==> src/rtl/alu_pkg.sv <==
// Shared widths, operation codes and remainder-engine state encoding for the ALU.
package alu_pkg;

    localparam int unsigned WIDTH    = 32;
    localparam int unsigned MOD_ITER = 32;
    localparam int unsigned CNT_W    = $clog2(MOD_ITER + 1);

    typedef enum logic [2:0] {
        ALU_AND = 3'b000,
        ALU_OR  = 3'b001,
        ALU_XOR = 3'b010,
        ALU_NOR = 3'b011,
        ALU_LT  = 3'b100,
        ALU_ADD = 3'b101,
        ALU_SUB = 3'b110,
        ALU_MOD = 3'b111
    } alu_op_e;

    typedef enum logic [1:0] {
        MOD_IDLE = 2'b00,
        MOD_BUSY = 2'b01,
        MOD_DONE = 2'b10
    } mod_state_e;

endpackage

==> src/rtl/alu_mod_unit.sv <==
// Sequential unsigned remainder engine: restoring shift-subtract, one quotient bit per cycle.
module alu_mod_unit
    import alu_pkg::*;
(
    input  logic             clk,
    input  logic             reset,
    input  logic             start,
    input  logic             sel,
    input  logic [WIDTH-1:0] a,
    input  logic [WIDTH-1:0] b,
    output logic [WIDTH-1:0] rem,
    output logic             done
);

    mod_state_e       state;
    mod_state_e       state_nx;
    logic [WIDTH-1:0] dividend;
    logic [WIDTH-1:0] divisor;
    logic [CNT_W-1:0] cnt;
    logic [WIDTH:0]   shifted;
    logic [WIDTH:0]   trial;
    logic [WIDTH-1:0] rem_step;

    // State register
    always_ff @(posedge clk) begin
        if (reset) begin
            state <= MOD_IDLE;
        end else begin
            state <= state_nx;
        end
    end

    // Next-state logic; one extra BUSY cycle after the last step lands done on edge 33
    always_comb begin
        state_nx = state;
        unique case (state)
            MOD_IDLE: if (start && sel)                state_nx = MOD_BUSY;
            MOD_BUSY: if (cnt == CNT_W'(MOD_ITER))     state_nx = MOD_DONE;
            MOD_DONE: if (!start)                      state_nx = MOD_IDLE;
            default:                                   state_nx = MOD_IDLE;
        endcase
    end

    // Restoring step; a negative trial keeps the shifted value (b==0 never subtracts anything)
    always_comb begin
        shifted  = {rem, dividend[WIDTH-1]};
        trial    = shifted - {1'b0, divisor};
        rem_step = trial[WIDTH] ? shifted[WIDTH-1:0] : trial[WIDTH-1:0];
    end

    // Datapath and done register
    always_ff @(posedge clk) begin
        if (reset) begin
            dividend <= '0;
            divisor  <= '0;
            rem      <= '0;
            cnt      <= '0;
            done     <= 1'b0;
        end else begin
            done <= (state_nx == MOD_DONE);
            if (state == MOD_IDLE && start && sel) begin
                dividend <= a;
                divisor  <= b;
                rem      <= '0;
                cnt      <= '0;
            end else if (state == MOD_BUSY && cnt != CNT_W'(MOD_ITER)) begin
                dividend <= {dividend[WIDTH-2:0], 1'b0};
                rem      <= rem_step;
                cnt      <= cnt + CNT_W'(1);
            end
        end
    end

endmodule

==> src/rtl/alu.sv <==
// Execute-stage ALU: combinational logic/compare/add/sub plus a multi-cycle unsigned MOD.
module alu
    import alu_pkg::*;
(
    input  logic             clk,
    input  logic             reset,
    input  logic             start,
    input  logic [WIDTH-1:0] a,
    input  logic [WIDTH-1:0] b,
    input  logic [2:0]       aluop,
    output logic [WIDTH-1:0] res,
    output logic             done,
    output logic             carry
);

    logic [WIDTH-1:0] rem;
    logic [WIDTH:0]   sum;
    logic [WIDTH:0]   diff;

    alu_mod_unit u_mod (
        .clk   (clk),
        .reset (reset),
        .start (start),
        .sel   (aluop == ALU_MOD),
        .a     (a),
        .b     (b),
        .rem   (rem),
        .done  (done)
    );

    // Top bit of the widened difference is the unsigned borrow, i.e. a<b
    always_comb begin
        sum  = {1'b0, a} + {1'b0, b};
        diff = {1'b0, a} - {1'b0, b};
    end

    always_comb begin
        res   = '0;
        carry = 1'b0;
        unique case (alu_op_e'(aluop))
            ALU_AND: res = a & b;
            ALU_OR:  res = a | b;
            ALU_XOR: res = a ^ b;
            ALU_NOR: res = ~(a | b);
            ALU_LT:  res = WIDTH'(diff[WIDTH]);
            ALU_ADD: begin
                res   = sum[WIDTH-1:0];
                carry = sum[WIDTH];
            end
            ALU_SUB: begin
                res   = diff[WIDTH-1:0];
                carry = diff[WIDTH];
            end
            ALU_MOD: res = rem;
            default: res = '0;
        endcase
    end

endmodule

==> config.mk <==
export PLATFORM = sky130hd
export DESIGN_NAME = alu
export DESIGN_NICKNAME = d
export VERILOG_FILES = /design/src/rtl/alu_pkg.sv /design/src/rtl/alu_mod_unit.sv /design/src/rtl/alu.sv
export SDC_FILE = /design/constraint.sdc
export NUM_CORES = 1
export LEC_CHECK = 0
export CAP_MARGIN = 40
export CORE_MARGIN = 2
export CORE_UTILIZATION = 25
export CTS_CLUSTER_SIZE = 10
export DETAILED_ROUTE_END_ITERATION = 7
export GPL_ROUTABILITY_DRIVEN = 0
export GPL_TIMING_DRIVEN = 0
export SLEW_MARGIN = 20
export SYNTH_ARGS = -nofsm -noshare
export SYNTH_HDL_FRONTEND = slang
export SYNTH_SLANG_ARGS = --single-unit
==> constraint.sdc <==
create_clock -name clk -period 4 [get_ports clk]
set_clock_uncertainty 0.2 [all_clocks]
set_input_delay 0.8 -clock clk [delete_from_list [all_inputs] [get_ports clk]]
set_output_delay 0.8 -clock clk [all_outputs]
set_load 0.02 [all_outputs]
# ---- Word level (Yosys, flattened, before mapping)
# Index checks and enable logic that the tools add are counted.
dict set report totals {
  regBits 105
  latchBits 0
  ram_bits 0
  rom_bits 0
  in_bits 70
  output_inout_bits 34
  wordCells 43
  n_memories 0
}
dict set report classes {
  addsub 4
  n_mul 0
  div_mod_pow 0
  order_cmp 0
  eq_ne 12
  shift 0
  muxes 9
  n_bitwise 4
  n_reduce_logical 8
}
# op count
set ops {}
lappend ops {{$pmux W32 S8} 1}
lappend ops {{$mux W32} 3}
lappend ops {{$add A32 B32 Y33} 1}
lappend ops {{$sub A32 B32 Y33} 1}
lappend ops {{$sub A33 B32 Y33} 1}
lappend ops {{$and A32 B32 Y32} 1}
lappend ops {{$not A32 Y32} 1}
lappend ops {{$or A32 B32 Y32} 1}
lappend ops {{$xor A32 B32 Y32} 1}
lappend ops {{$eq A3 B3 Y1 const B} 4}
lappend ops {{$add A6 B1 Y6 const B} 1}
lappend ops {{$eq A3 B2 Y1 const B} 2}
lappend ops {{$eq A6 B6 Y1 const B} 1}
lappend ops {{$mux W2} 3}
lappend ops {{$ne A6 B6 Y1 const B} 1}
lappend ops {{$pmux W2 S3} 1}
lappend ops {{$eq A2 B2 Y1 const B} 2}
lappend ops {{$logic_and A1 B1 Y1} 4}
lappend ops {{$eq A3 B1 Y1 const B} 1}
lappend ops {{$logic_not A3 Y1} 1}
lappend ops {{$eq A2 B1 Y1 const B} 1}
lappend ops {{$logic_not A2 Y1} 1}
lappend ops {{$pmux W1 S2} 1}
lappend ops {{$reduce_bool A2 Y1} 1}
lappend ops {{$reduce_or A2 Y1} 1}

# ---- Logic depth before layout (Yosys ltp)
dict set report depth {
  depth_word 5
  ltp_mapped 14
  mapped_depth_nobuf 12
}

# ---- By module
# Synthesis repeated with hierarchy kept, for this count alone.
dict set report unflattened {
  hier_cells 1732
  area_unflattened_um2 12249.2
}
# module n_inst cells_per_inst area_per_inst_um2 seq_area_each_um2
set by_module_without_submodules {}
lappend by_module_without_submodules {alu_mod_unit 1 815 6219.7 2102.0}
lappend by_module_without_submodules {alu 1 917 6029.5 0.0}

# ---- Worst setup path after synthesis
# Ideal clock, no wire load.
dict set report synth_path {
  kind {input -> output}
  from {in a[0]}
  to {out res[28]}
  arrival_time_ns 3.380
  required_ns 3.000
  path_slack_ns -0.380
  path_stages 12
  cell_sequence {inv_1 ha_1 fa_1 o21bai_1 o2111ai_1 a2bb2oi_1 a211oi_1 or3_1 a31oi_1 nor2_1 o21ba_2 o21ai_0}
}
dict set report synth_between {
  elab_chain_len 2
  elab_cells_between_ends 3
  cone_classes {add/sub: 2; mux: 1}
}
# element line_no
set synth_lines {}
lappend synth_lines {{start, declared} alu.sv:8} ;# input logic [WIDTH-1:0] a,
lappend synth_lines {{$sub A32 B32 Y33 / $add A32 B32 Y33 (equally long branches)} {alu.sv:34, alu.sv:33}}
lappend synth_lines {{$pmux W32 S8 (*)} alu.sv:40} ;# unique case (alu_op_e'(aluop))
lappend synth_lines {{end, declared} alu.sv:11} ;# output logic [WIDTH-1:0] res,
# Every way passes the cells marked *; elsewhere a longest branch is shown, timed or not.

# ---- Final worst setup path
dict set report layout_path {
  from {in a[9]}
  to {out res[31]}
}
# The elaborated chain is that of the path after synthesis.

==> flow_metrics.tcl <==
set metrics [dict create \
    grtUsageTotal_pct 21.4 \
    yosysWarnings 0 \
    grt_pass1_wl_mm 82.5 \
    drtAntennaViolNets 0 \
    stdcell_area_mm2 0.0163 \
    antenna_cells 0 \
    synth_common_cells "nand2_1, nor2_1, a21oi_1" \
    holdWs_ns 0.259 \
    switching_share_pct 44.5 \
    slew_viol_final 0 \
    cts.sinks 105 \
    fin_ws_ns -0.542 \
    wl_met1_mm 22.9 \
    synth_top_area_share_pct 17.5 \
    die_w_um 223 \
    switchingPower_mw 2.10 \
    crit_chain "buf_4 > inv_1 > ha_4 > nor4_4 > o21ai_2 > a41oi_2 > a211oi_4 > buf_4 > o311ai_4 > nand2_2 > o31a_1 > nor3_2 > o22a_2 > buf_6" \
    violations "negative setup slack" \
    port_buffers 101 \
    cp_max_fo 4 \
    firstDrtPassIters 6 \
    grt_max_degree 23 \
    cts_made_buffers 9 \
    fp.dieArea_mm2 0.0498 \
    synthCells 1727 \
    viasPerCell 5.74 \
    synth-async-reset-ratio_pct 0 \
    maxCapViolations 0 \
    place_inst 2447 \
    yosysTopAreaCell "dfxtp_1" \
    internal_power_mw 2.62 \
    crit_type "primary input to output port" \
    fin_crit_sh_pct 114 \
    drc 0 \
    hold_buffers 0 \
    start_util_pct 25.2 \
    finalHoldViolations 0 \
    worstSetupEndpointType "output port" \
    p_seq_share_pct 23.6 \
    slowest_delay_ns 0.37 \
    routedWlPerCell_um 21.8 \
    cpMostUsedCell "buf_4" \
    rsz0062_at_grt "yes" \
    cts_tree "done" \
    nets 2109 \
    max_slew.worst_pin.slew_ns 0.892 \
    wl_mm 55.1 \
    worstSkewPairLatency_ns 0.38 \
    maxSlewHeadroom_pct 40.5 \
    ys_types 81 \
    grt_overflow 0 \
    cts-root-buf "clkbuf_16" \
    fin_util_pct 34.1 \
    crit_required_ns 3.00 \
    io_pins 104 \
    startpoint_type "primary input" \
    synth-seq-cells 105 \
    grt_antenna_before_repair 0 \
    grt_pass1_vias 13700 \
    cts.path.max_buffers 2 \
    synthTopCellsByArea "dfxtp_1, ha_1, a21oi_1" \
    num_vias 14500 \
    peakVddDrop_uv 226 \
    status "finished, violations left" \
    dr_wl_met3_mm 6.04 \
    drt-initial-drc-count 1798 \
    rows 80 \
    setup_viol 27 \
    wl_met2_mm 22.1 \
    htree_levels 3 \
    max_freq_ghz 0.220 \
    die_y_um 223 \
    syn-cell-area_mm2 0.0120 \
    coreArea_mm2 0.0476 \
    critPathArrivalTime_ns 3.54 \
    cellLeakagePower_nw 6.45 \
    dp_hpwl_mm 41.5 \
    final_cells 2521 \
    min_path_type "flop to flop" \
    synth_edf_count 0 \
    crit_slowest_cell "nor4_4" \
    drive_above_1_share_pct 24.8 \
    pre_cts_ws_ns -2.20 \
    dpl-instance-area_mm2 0.0140 \
    syn_area_per_cell_um2 6.96 \
    pwr-share-comb_pct 55.8 \
    synth_nets 1935 \
    yosysMostFrequentCell "nand2_1" \
    period_minus_slack_ns 4.54 \
    powerDensity_mw_per_mm2 291 \
    ys.flop_type "dfxtp_1" \
    clock_power_share_pct 20.6 \
    cts.clk_slew.worst_paths_ns 0.08 \
    topRoutingLayerUsed "met4" \
    synthToLayoutAreaGrowth_pct 35.3 \
    yosysSeqAreaShare_pct 17.5 \
]
-- layout make-up --
type,instances,area [um^2]
fillers,4969,31400
multi-input cells,1368,10300
flip-flops and latches,105,2100
repair buffers,170,1560
well taps,615,769
inverters,151,621
plain buffers,96,588
clock buffers,9,225
clock inverters,7,93.8
-- power groups by stage --
stage	registers (mW)	clock network, mW	logic, mW
finish	1.12	0.971	2.64
global route	1.12	1.03	2.80
CTS	1.12	0.993	2.47
detailed placement	1.14	0	2.17
global placement	1.14	0	2.16
floorplan	1.12	0	1.48
-- worst paths after layout --
path,from,end,slack [ns],depth (start not counted)
min reg2reg,u_mod.divisor[31]$_SDFFE_PP0P_,u_mod.divisor[31]$_SDFFE_PP0P_,0.26,2
max reg2reg,u_mod.dividend[31]$_SDFFE_PP0P_,u_mod.rem[30]$_SDFFE_PP0P_,0.19,14
max,a[9],res[31],-0.54,14
min,u_mod.divisor[31]$_SDFFE_PP0P_,u_mod.divisor[31]$_SDFFE_PP0P_,0.26,2
-- per-layer routing --
metal,up-vias,GRT usage [%]
li1,6515,-
met1,6797,29.0
met2,923,30.5
met3,244,5.19
met4,0,13.1
met5,-,0
-- critical path, delay by kind of cell --
kind | cells | cell delay [ns]
compound gates | 6 | 1.36
fa+ha+maj | 1 | 0.26
buf+inv | 4 | 0.47
simple gates | 3 | 0.64
-- state kept, by name, indices dropped and copies added, names as in the netlist --
signal,count
u_mod.dividend,32
u_mod.state,2
u_mod.done,1
u_mod.rem,32
u_mod.divisor,32
u_mod.cnt,6
-- metrics by stage --
| stage | setup TNS [ns] | power, mW |
|---|---|---|
| final | -9.99 | 4.73 |
| after global routing | -11.89 | 4.95 |
| after CTS | -9.44 | 4.57 |
| after detailed placement | -85.20 | 3.31 |
| after global placement | -78.95 | 3.30 |
| after floorplan | -0.0251 | 2.61 |
-- cell usage in the layout, fill, tap and decap left out, types with 13 or more instances in the layout --
cell	instances
a211oi_1	32
nand3_1	23
nand2_1	220
nand2b_1	14
inv_2	20
inv_1	113
a21oi_1	153
o21bai_1	17
ha_4	24
o22ai_1	17
a21o_1	23
nor3_1	15
buf_2	24
ha_1	101
clkbuf_1	40
a311oi_1	31
a21oi_2	34
buf_4	76
buf_6	47
nor2b_1	14
nor2_1	177
dfxtp_1	105
clkbuf_2	13
xnor2_1	23
o21ai_0	57
o211ai_1	25
mux2i_1	50
clkbuf_4	15
-- cell families after synthesis --
logic type,count (synthesis),synth area share (%)
xor+xnor,33,2.40
flops,105,17.5
buf+inv,254,8.34
mux,54,4.54
fa+ha+maj,138,14.6
compound gates,579,32.1
simple gates,564,20.6
-- timing repair --
item                       CTS  global route
pin swaps                  115            60
setup endpoints to repair   69            31
resized for setup          718           111
buffers inserted            54            13
Note: power is estimated with default switching activity, not from simulation.
